[config.mk]
export PLATFORM = sky130hd
export DESIGN_NAME = biriscv_fetch_pc_flat
export DESIGN_NICKNAME = d
export VERILOG_FILES = /design/src/rtl/biriscv_fetch_pc_pkg.sv /design/src/rtl/biriscv_fetch_pc_if.sv /design/src/rtl/biriscv_fetch_skid.sv /design/src/rtl/biriscv_fetch_pc.sv /design/src/flat_wrapper.sv
export SDC_FILE = /design/constraint.sdc
export NUM_CORES = 1
export LEC_CHECK = 0
export BUFFER_PORTS_ARGS = -buffer_cell sky130_fd_sc_hd__buf_2
export CAP_MARGIN = 10
export CORE_MARGIN = 5
export CORE_UTILIZATION = 47
export CTS_CLUSTER_DIAMETER = 150
export DETAILED_ROUTE_END_ITERATION = 10
export PLACE_DENSITY = 0.88
export SYNTH_ARGS = -nofsm -noshare
export SYNTH_HDL_FRONTEND = slang
export SYNTH_SLANG_ARGS = --single-unit
export TNS_END_PERCENT = 1
[constraint.sdc]
create_clock -name clk_i -period 2 [get_ports clk_i]
set_input_delay 0 -clock clk_i [delete_from_list [all_inputs] [get_ports clk_i]]
set_output_delay 0 -clock clk_i [all_outputs]
set_load 0.01 [all_outputs]
[src/rtl/biriscv_fetch_pc_pkg.sv]
// Shared fetch definitions: fetch width, slot count, PC-stage state encodings and the buffered entry.
package biriscv_defs;

   localparam int FETCH_WIDTH = 64;
   localparam int SLOT_COUNT  = 2;

   localparam logic [1:0] STATE_RUN  = 2'd0;
   localparam logic [1:0] STATE_WAIT = 2'd1;
   localparam logic [1:0] STATE_HOLD = 2'd2;

   typedef struct packed {
      logic [FETCH_WIDTH-1:0] instr;
      logic [31:0]            pc;
      logic [SLOT_COUNT-1:0]  pred;
      logic                   fault;
   } fetch_entry_t;

   // ICache lines are fetched on 8-byte boundaries.
   function automatic logic [31:0] align_fetch_pc(input logic [31:0] pc);
      return {pc[31:3], 3'b000};
   endfunction

endpackage

[src/rtl/biriscv_fetch_pc_if.sv]
// Signal bundle between the fetch PC stage, the predictor, the ICache and decode.
interface biriscv_fetch_pc_if;
   import biriscv_defs::*;

   logic                   branch_request_i;
   logic [31:0]            branch_pc_i;
   logic [31:0]            next_pc_f_i;
   logic [SLOT_COUNT-1:0]  next_taken_f_i;
   logic [31:0]            pc_f_o;
   logic                   pc_accept_o;
   logic                   icache_rd_o;
   logic [31:0]            icache_pc_o;
   logic                   icache_accept_i;
   logic                   icache_valid_i;
   logic                   icache_error_i;
   logic [FETCH_WIDTH-1:0] icache_inst_i;
   logic                   fetch_valid_o;
   logic                   fetch_accept_i;
   logic [FETCH_WIDTH-1:0] fetch_instr_o;
   logic [31:0]            fetch_pc_o;
   logic [SLOT_COUNT-1:0]  fetch_pred_branch_o;
   logic                   fetch_fault_o;

   modport master (
      input  branch_request_i, branch_pc_i, next_pc_f_i, next_taken_f_i,
             icache_accept_i, icache_valid_i, icache_error_i, icache_inst_i,
             fetch_accept_i,
      output pc_f_o, pc_accept_o, icache_rd_o, icache_pc_o,
             fetch_valid_o, fetch_instr_o, fetch_pc_o, fetch_pred_branch_o, fetch_fault_o
   );

   modport slave (
      output branch_request_i, branch_pc_i, next_pc_f_i, next_taken_f_i,
             icache_accept_i, icache_valid_i, icache_error_i, icache_inst_i,
             fetch_accept_i,
      input  pc_f_o, pc_accept_o, icache_rd_o, icache_pc_o,
             fetch_valid_o, fetch_instr_o, fetch_pc_o, fetch_pred_branch_o, fetch_fault_o
   );

endinterface

[src/rtl/biriscv_fetch_skid.sv]
// One-entry skid buffer holding an ICache response while decode is stalled.
module biriscv_fetch_skid
   import biriscv_defs::*;
(
   input  logic         clk_i,
   input  logic         rst_i,
   input  logic         push_i,
   input  logic         clear_i,
   input  fetch_entry_t entry_i,
   output logic         valid_o,
   output fetch_entry_t entry_o
);

   logic         valid_q;
   fetch_entry_t entry_q;

   // Clear wins over push so a redirect always empties the buffer.
   always_ff @(posedge clk_i) begin
      if (rst_i || clear_i) begin
         valid_q <= 1'b0;
         entry_q <= '0;
      end else if (push_i) begin
         valid_q <= 1'b1;
         entry_q <= entry_i;
      end
   end

   assign valid_o = valid_q;
   assign entry_o = entry_q;

endmodule

[src/rtl/biriscv_fetch_pc.sv]
// Fetch PC stage: issues one ICache request at a time and buffers responses for decode.
// Optional fault reporting is enabled by defining BIRISCV_FETCH_FAULT_EN.
module biriscv_fetch_pc
   import biriscv_defs::*;
#(
   parameter logic [31:0] RESET_PC = 32'h80000000
)
(
   input  logic                clk_i,
   input  logic                rst_i,
   biriscv_fetch_pc_if.master  bus
);

   logic [1:0]            state_q;
   logic [31:0]           pc_q;
   logic [31:0]           req_pc_q;
   logic [SLOT_COUNT-1:0] req_taken_q;
   logic                  drop_q;

   logic                  fault_w;
   logic                  icache_rd_w;
   logic                  issue_w;
   logic                  resp_keep_w;
   logic                  fetch_valid_w;
   logic                  skid_valid;
   logic                  skid_push;
   logic                  skid_clear;
   fetch_entry_t          skid_entry;
   fetch_entry_t          resp_entry;
   fetch_entry_t          out_entry;

`ifdef BIRISCV_FETCH_FAULT_EN
   assign fault_w = bus.icache_error_i;
`else
   assign fault_w = 1'b0;
`endif

   assign icache_rd_w = !rst_i && (state_q == STATE_RUN) && !bus.branch_request_i && !skid_valid;
   assign issue_w     = icache_rd_w && bus.icache_accept_i;

   // A response is only forwarded if nothing has redirected fetch since it was issued.
   assign resp_keep_w = (state_q == STATE_WAIT) && bus.icache_valid_i && !drop_q && !bus.branch_request_i;

   always_comb begin
      resp_entry       = '0;
      resp_entry.instr = fault_w ? '0 : bus.icache_inst_i;
      resp_entry.pc    = req_pc_q;
      resp_entry.pred  = req_taken_q;
      resp_entry.fault = fault_w;
   end

   assign skid_push  = !rst_i && resp_keep_w && !bus.fetch_accept_i;
   assign skid_clear = bus.branch_request_i || ((state_q == STATE_HOLD) && bus.fetch_accept_i);

   biriscv_fetch_skid u_skid (
      .clk_i   (clk_i),
      .rst_i   (rst_i),
      .push_i  (skid_push),
      .clear_i (skid_clear),
      .entry_i (resp_entry),
      .valid_o (skid_valid),
      .entry_o (skid_entry)
   );

   assign fetch_valid_w = !rst_i && ((state_q == STATE_HOLD) ? skid_valid : resp_keep_w);
   assign out_entry     = fetch_valid_w ? ((state_q == STATE_HOLD) ? skid_entry : resp_entry) : '0;

   // A redirect that lands while a request is still in flight must wait out and drop that response.
   always_ff @(posedge clk_i) begin
      if (rst_i) begin
         pc_q        <= RESET_PC;
         state_q     <= STATE_RUN;
         drop_q      <= 1'b0;
         req_pc_q    <= '0;
         req_taken_q <= '0;
      end else if (bus.branch_request_i) begin
         pc_q <= bus.branch_pc_i;
         if ((state_q == STATE_WAIT) && !bus.icache_valid_i) begin
            state_q <= STATE_WAIT;
            drop_q  <= 1'b1;
         end else begin
            state_q <= STATE_RUN;
            drop_q  <= 1'b0;
         end
      end else begin
         case (state_q)
            STATE_RUN: begin
               if (issue_w) begin
                  pc_q        <= bus.next_pc_f_i;
                  req_pc_q    <= pc_q;
                  req_taken_q <= bus.next_taken_f_i;
                  state_q     <= STATE_WAIT;
               end
            end
            STATE_WAIT: begin
               if (bus.icache_valid_i) begin
                  drop_q <= 1'b0;
                  if (drop_q || bus.fetch_accept_i)
                     state_q <= STATE_RUN;
                  else
                     state_q <= STATE_HOLD;
               end
            end
            STATE_HOLD: begin
               if (bus.fetch_accept_i)
                  state_q <= STATE_RUN;
            end
            default: state_q <= STATE_RUN;
         endcase
      end
   end

   assign bus.pc_f_o              = pc_q;
   assign bus.pc_accept_o         = issue_w;
   assign bus.icache_rd_o         = icache_rd_w;
   assign bus.icache_pc_o         = align_fetch_pc(pc_q);
   assign bus.fetch_valid_o       = fetch_valid_w;
   assign bus.fetch_instr_o       = out_entry.instr;
   assign bus.fetch_pc_o          = out_entry.pc;
   assign bus.fetch_pred_branch_o = out_entry.pred;
   assign bus.fetch_fault_o       = out_entry.fault;

endmodule

[src/flat_wrapper.sv]
// flat-port wrapper written by rule: the top's interface ports become plain ports
module biriscv_fetch_pc_flat import biriscv_defs::*;
#(
   parameter logic [31:0] RESET_PC = 32'h80000000
)
  (clk_i, rst_i, bus_branch_request_i, bus_branch_pc_i, bus_next_pc_f_i, bus_next_taken_f_i, bus_icache_accept_i, bus_icache_valid_i, bus_icache_error_i, bus_icache_inst_i, bus_fetch_accept_i, bus_pc_f_o, bus_pc_accept_o, bus_icache_rd_o, bus_icache_pc_o, bus_fetch_valid_o, bus_fetch_instr_o, bus_fetch_pc_o, bus_fetch_pred_branch_o, bus_fetch_fault_o);
  biriscv_fetch_pc_if bus_i ();
  input  logic clk_i;
  input  logic rst_i;
  input wire logic [$bits(bus_i.branch_request_i)-1:0] bus_branch_request_i;
  input wire logic [$bits(bus_i.branch_pc_i)-1:0] bus_branch_pc_i;
  input wire logic [$bits(bus_i.next_pc_f_i)-1:0] bus_next_pc_f_i;
  input wire logic [$bits(bus_i.next_taken_f_i)-1:0] bus_next_taken_f_i;
  input wire logic [$bits(bus_i.icache_accept_i)-1:0] bus_icache_accept_i;
  input wire logic [$bits(bus_i.icache_valid_i)-1:0] bus_icache_valid_i;
  input wire logic [$bits(bus_i.icache_error_i)-1:0] bus_icache_error_i;
  input wire logic [$bits(bus_i.icache_inst_i)-1:0] bus_icache_inst_i;
  input wire logic [$bits(bus_i.fetch_accept_i)-1:0] bus_fetch_accept_i;
  output wire logic [$bits(bus_i.pc_f_o)-1:0] bus_pc_f_o;
  output wire logic [$bits(bus_i.pc_accept_o)-1:0] bus_pc_accept_o;
  output wire logic [$bits(bus_i.icache_rd_o)-1:0] bus_icache_rd_o;
  output wire logic [$bits(bus_i.icache_pc_o)-1:0] bus_icache_pc_o;
  output wire logic [$bits(bus_i.fetch_valid_o)-1:0] bus_fetch_valid_o;
  output wire logic [$bits(bus_i.fetch_instr_o)-1:0] bus_fetch_instr_o;
  output wire logic [$bits(bus_i.fetch_pc_o)-1:0] bus_fetch_pc_o;
  output wire logic [$bits(bus_i.fetch_pred_branch_o)-1:0] bus_fetch_pred_branch_o;
  output wire logic [$bits(bus_i.fetch_fault_o)-1:0] bus_fetch_fault_o;
  assign bus_i.branch_request_i = bus_branch_request_i;
  assign bus_i.branch_pc_i = bus_branch_pc_i;
  assign bus_i.next_pc_f_i = bus_next_pc_f_i;
  assign bus_i.next_taken_f_i = bus_next_taken_f_i;
  assign bus_i.icache_accept_i = bus_icache_accept_i;
  assign bus_i.icache_valid_i = bus_icache_valid_i;
  assign bus_i.icache_error_i = bus_icache_error_i;
  assign bus_i.icache_inst_i = bus_icache_inst_i;
  assign bus_i.fetch_accept_i = bus_fetch_accept_i;
  assign bus_pc_f_o = bus_i.pc_f_o;
  assign bus_pc_accept_o = bus_i.pc_accept_o;
  assign bus_icache_rd_o = bus_i.icache_rd_o;
  assign bus_icache_pc_o = bus_i.icache_pc_o;
  assign bus_fetch_valid_o = bus_i.fetch_valid_o;
  assign bus_fetch_instr_o = bus_i.fetch_instr_o;
  assign bus_fetch_pc_o = bus_i.fetch_pc_o;
  assign bus_fetch_pred_branch_o = bus_i.fetch_pred_branch_o;
  assign bus_fetch_fault_o = bus_i.fetch_fault_o;
  biriscv_fetch_pc #(.RESET_PC(RESET_PC)) u_core (.clk_i(clk_i), .rst_i(rst_i), .bus(bus_i));
endmodule
**Yosys cells after proc, flatten, opt, wreduce, memory -nomap -nowiden**

Cells that the tools add are included.
W data, S select, Z words.

- Output and inout bits: 166
- Input port bits: 137
- Register bits: 168
- Word-level logic and storage cells: 62

- Mux-type cells: 17
- Eq/ne operators: 5
- Bitwise logic cells: 1
- Reductions and logical operators: 30

Operators with widths:

| cell | count |
|---|---|
| $mux W99 | 2 |
| $mux W32 | 3 |
| $logic_and A1 B1 Y1 | 12 |
| $mux W2 | 5 |
| $ne A3 B3 Y1 const B | 3 |
| $reduce_bool A2 Y1 | 4 |
| $logic_not A1 Y1 | 6 |
| $mux W1 | 6 |
| $pmux W2 S3 | 1 |
| $reduce_and A3 Y1 | 2 |
| $reduce_and A2 Y1 | 2 |
| $logic_or A1 B1 Y1 | 3 |
| $eq A2 B1 Y1 const B | 1 |
| $eq A2 B2 Y1 const B | 1 |
| $logic_not A2 Y1 | 1 |
| $not A1 Y1 | 1 |

**Logic depth before layout (Yosys ltp)**

- Depth in word-level cells: 8
- Gate-level depth with buffers: 8
- Mapped depth without buffers: 3

**Hierarchy**

Synthesis repeated with hierarchy kept, for this count alone.

- Cells, all modules: 1056
- Area, all modules: 8358.0 um^2

Modules (own cells, without submodules):

| module | cells an instance | area each (um^2) | instances | seq. area each (um^2) |
|---|---|---|---|---|
| biriscv_fetch_pc | 733 | 4698.3 | 1 | 1381.3 |
| biriscv_fetch_skid | 323 | 3659.8 | 1 | 2001.9 |

**Least setup slack after synthesis**

No wires, ideal clock.

- Path kind: register to register
- Start point: register u_core.state_q[1]
- End point: register u_core.pc_q[13] (netlist: u_core.bus.pc_f_o[13])
- Clock period less this slack: 1.570 ns
- Stages on the path, launching flop included: 7
- Arrival time: 1.437 ns
- Path slack: 0.430 ns
- Required time: 1.867 ns
- Library setup time: 0.133 ns
- Path buffers: 3
- Path through: dfxtp_1 > buf_6 > or4b_1 > buf_2 > buf_2 > o211ai_1 > a31oi_1

- Longest elaborated chain between the ends: 7
- Elaborated cells between the ends (all ways): 8
- Classes of those cells: 8 x reduce/logical

Ends and longest elaborated chain:

| what | line | RTL |
|---|---|---|
| from (decl) | biriscv_fetch_pc.sv:14 | `logic [1:0] state_q;` |
| from (signal assigned) | biriscv_fetch_pc.sv:72 | `state_q <= STATE_RUN;` |
| from (signal assigned) | biriscv_fetch_pc.sv:79 | `state_q <= STATE_WAIT;` |
| from (signal assigned) | biriscv_fetch_pc.sv:82 | `state_q <= STATE_RUN;` |
| $logic_not A2 Y1 (*) | biriscv_fetch_pc.sv:38, biriscv_fetch_pc.sv:86 |  |
| $logic_and A1 B1 Y1 (3 in series) | biriscv_fetch_pc.sv:38 | `assign icache_rd_w = !rst_i && (state_q == STATE_RUN) && !bus.branch_request_i && !skid_valid;` |
| $logic_and A1 B1 Y1 | biriscv_fetch_pc.sv:39 | `assign issue_w = icache_rd_w && bus.icache_accept_i;` |
| $reduce_bool A2 Y1 (no source line) | -- |  |
| $reduce_and A2 Y1 (no source line) (*) | -- |  |
| to (signal assigned) | biriscv_fetch_pc.sv:77 | `pc_q <= bus.branch_pc_i;` |
| to (signal assigned) | biriscv_fetch_pc.sv:89 | `pc_q <= bus.next_pc_f_i;` |
| to (decl) | biriscv_fetch_pc.sv:15 | `logic [31:0] pc_q;` |

Mark *: on every way between the ends. The rest lies on a longest branch, timed or not.
A chain may end at the register's enable or synchronous reset.

**Worst setup path after layout**

- Start point: register u_core.state_q[0]
- End point: output bus_fetch_instr_o[58]

- Longest elaborated chain between the ends: 7
- Elaborated cells between the ends (all ways): 9
- Classes of those cells: 2 x eq/ne; 3 x mux; 4 x reduce/logical

Ends and longest elaborated chain:

| what | line | RTL |
|---|---|---|
| $eq A2 B1 Y1 | biriscv_fetch_pc.sv:42 | `assign resp_keep_w = (state_q == STATE_WAIT) && bus.icache_valid_i && !drop_q && !bus.branch_request_i;` |
| $logic_and A1 B1 Y1 (3 in series) | biriscv_fetch_pc.sv:42 |  |
| $mux W1 | biriscv_fetch_pc.sv:65 | `assign fetch_valid_w = !rst_i && ((state_q == STATE_HOLD) ? skid_valid : resp_keep_w);` |
| $logic_and A1 B1 Y1 | biriscv_fetch_pc.sv:65 |  |
| $mux W99 (*) | biriscv_fetch_pc.sv:66 | `assign out_entry = fetch_valid_w ? ((state_q == STATE_HOLD) ? skid_entry : resp_entry) : '0;` |
| to (decl) | flat_wrapper.sv:24 | `output wire logic [$bits(bus_i.fetch_instr_o)-1:0] bus_fetch_instr_o;` |

Marks and branches as above.

==> flow_metrics.tcl <==
set metrics [dict create \
    reg2reg_from "u_core.state_q[0]$_SDFFE_PP0P_" \
    total_power_mw 8.14 \
    final_common_cell "buf_2" \
    syn_avg_cell_area_um2 8.13 \
    num_vias 10204 \
    drive_above_1_share_pct 28.6 \
    vdd_drop_max_mv 0.571 \
    setup_violations 0 \
    hold_viol 0 \
    ys_warn_count 0 \
    drc 0 \
    synth_edf_count 0 \
    timing.critical_path.fanout_max 42 \
    dp_hpwl_um 17400 \
    p_int_mw 5.67 \
    fin_ws_ns 0.0175 \
    end_kind "output port" \
    num_rows 49 \
    path_class "flip-flop to output port" \
    slew_headroom_pct 44.6 \
    core_area_um2 18000 \
    clock_skew_ns 0.0121 \
    grt_pass1_vias 9760 \
    p_seq_share_pct 43.2 \
    dr.pass1.iters 5 \
    crit_start "u_core.state_q[0]$_SDFFE_PP0P_" \
    die_area_um2 21100 \
    fillCellCount 1252 \
    hp-class "input pin to flip-flop" \
    clock_latency_ns 0.43 \
    grt_usage_pct 29.3 \
    nNetsFinal 1523 \
    critPathCapture "bus_fetch_instr_o[58]" \
    die_y_um 145 \
    cts_buffers 17 \
    ys_types 39 \
    most-common-layout-cells "buf_2 (295), dfxtp_1 (166), nand3_1 (140), a21oi_1 (134), dlygate4sd3_1 (134)" \
    ys_seq_area_share_pct 39.2 \
    finalCritPeriodShare_pct 99.1 \
    startpoint_type "flip-flop" \
    viasPerCell 6.26 \
    ctsRootBufferMaster "clkbuf_16" \
    fp.dieW_um 145 \
    wl_per_cell_um 20.4 \
    antenna_found_initial 1 \
    r2r-end "u_core.drop_q$_SDFFE_PP0P_" \
    ys_async_sr_fraction_pct 0 \
    max_cap_violations 0 \
    outcome "finished, final reports clean" \
    final_max_slew_viol_count 0 \
    area_growth_pct 41.2 \
    rr_worst_depth 5 \
    p_leak_nw 5.25 \
    htreeDepth 4 \
    netlist_area_um2 8580 \
    syn-instance-count 1055 \
    worst_pin_slew_ns 0.831 \
    synth_seq_cells 168 \
    comb_power_share_pct 15.1 \
    grt_overflow 0 \
    pre_cts_slack_ns 0.0881 \
    drtAntennaViolNets 0 \
    routed_wl_um 33200 \
    cts_tree "built" \
    clkSlewWorstSetupHoldPaths_ns 0.08 \
    rrSetupSlack_ns 0.08 \
    p_sw_share_pct 30.3 \
    arrival_ns 1.98 \
    synth-main-ff-cell "dfxtp_1" \
    p_per_area_nw_per_um2 672 \
    period_minus_slack_ns 1.98 \
    start_util_pct 47.8 \
    stdcell_count 1629 \
    clockBufferDepth 2 \
    clockPowerShare_pct 41.7 \
    crit_required_ns 2.00 \
    grt_setup_unrepaired "true" \
    p_switching_mw 2.47 \
    port_buffers 297 \
    grt_max_degree 100 \
    cts.sinks 168 \
    max_freq_mhz 504 \
    drt_iter0_drc 1015 \
    gp_congestion 0.822 \
    grt_pass1_wl_um 52400 \
    place_inst 1454 \
    ioPinCount 303 \
]
-- kinds of logic (layout without fill, tap and decap cells) --
kind of cell / after synthesis / after routing / synth area share, %
flops: 168 / 168 / 39.2
compound gates: 312 / 312 / 20.3
buf+inv: 163 / 503 / 9.61
other cells: 1 / 5 / 0.0437
simple gates: 312 / 313 / 19.3
mux: 99 / 99 / 11.6
-- routing by layer --
metal,wire [um],vias up,part of all wire (%),GRT usage (%)
met5,0,-,0,0
met4,1380,0,4.2,14.5
met3,3830,115,12,8.36
met2,15300,837,46,46.0
met1,12700,4766,38,36.9
li1,-,4486,-,-
-- cell type report --
| cell class | instances | area (um^2) | area share [%] |
|---|---|---|---|
| multi-input combinational | 728 | 4560 | 37.6 |
| sequential | 168 | 3370 | 27.8 |
| timing repair buffer | 469 | 3270 | 27.0 |
| clock buffer | 17 | 425 | 3.51 |
| tap | 229 | 287 | 2.36 |
| clock inverter | 15 | 193 | 1.59 |
| inverter | 2 | 7.51 | 0.0620 |
| antenna | 1 | 2.50 | 0.0207 |
-- Yosys cell counts, types with 2 or more instances --
master	instances	area share, %
a21oi_1	135	7.9
a311o_1	23	2.7
a31oi_1	8	0.58
and3_1	46	3.4
buf_1	8	0.35
buf_2	34	2.0
buf_4	35	3.1
buf_6	5	0.66
clkbuf_1	78	3.4
dfxtp_1	168	39
mux2i_1	98	11
nand2_1	10	0.44
nand3_1	140	8.2
nor2_1	6	0.26
nor2b_1	2	0.15
nor3_1	99	5.8
o211ai_1	8	0.70
o21ai_0	131	7.6
-- stage by stage --
step / instance area [um^2] / TNS (ns) / hold WS (ns) / utilization [%]
2_1_floorplan: 8590 / 0 / 0.113 / -
3_3_place_gp: 9980 / 0 / 0.227 / 55.5
3_5_place_dp: 9980 / 0 / 0.235 / 55.5
4_1_cts: 12000 / -0.0546 / 0.196 / 66.6
5_1_grt: 12100 / -0.440 / 0.252 / 67.5
6_report: 12100 / 0 / 0.243 / 67.5
-- worst min-delay path by stage --
| stage | startpoint | end | slack [ns] | depth (start not counted) |
|---|---|---|---|---|
| 3_3_place_gp | bus_next_pc_f_i[31] | u_core.bus.pc_f_o[31]$_SDFFE_PP1P_ | 0.23 | 2 |
| 5_1_grt | bus_icache_accept_i | u_core.req_pc_q[20]$_SDFFE_PP0P_ | 0.25 | 5 |
| 2_1_floorplan | bus_icache_valid_i | u_core.drop_q$_SDFFE_PP0P_ | 0.11 | 1 |
| 6_report | bus_icache_accept_i | u_core.req_pc_q[24]$_SDFFE_PP0P_ | 0.24 | 5 |
| 3_5_place_dp | bus_next_pc_f_i[31] | u_core.bus.pc_f_o[31]$_SDFFE_PP1P_ | 0.23 | 2 |
| 4_1_cts | bus_icache_accept_i | u_core.req_pc_q[25]$_SDFFE_PP0P_ | 0.20 | 5 |
-- critical path, stage by stage (launching register included) --
cell and delay, ns:
dfxtp_4 0.45, and4bb_4 0.30, a22oi_4 0.08, buf_12 0.20, nor3_1 0.29, buf_2 0.20
-- state kept, by name, summed over array words and instances (netlist names) --
| register | flops |
|---|---|
| u_core.u_skid.entry_o | 98 |
| u_core.bus.pc_f_o | 32 |
| u_core.req_pc_q | 32 |
| u_core.req_taken_q | 2 |
| u_core.state_q | 2 |
| u_core.drop_q | 1 |
| u_core.u_skid.valid_o | 1 |
-- power groups by stage --
stage / Combinational, mW / Sequential (mW) / Clock (mW)
2_1_floorplan: 0.573 / 3.57 / 0
3_3_place_gp: 0.920 / 3.58 / 0
3_5_place_dp: 0.930 / 3.58 / 0
4_1_cts: 1.14 / 3.50 / 3.44
5_1_grt: 1.30 / 3.52 / 3.57
6_report: 1.23 / 3.51 / 3.40
-- repair_timing --
action,CTS,global route
setup buffers,1,6
pin swaps,0,0
hold endpoints to repair,100,0
endpoints found under the setup margin,96,35
gates resized for setup,6,22
cloned,1,0
hold buffers,134,0
Note: power is estimated with default switching activity, not from simulation.
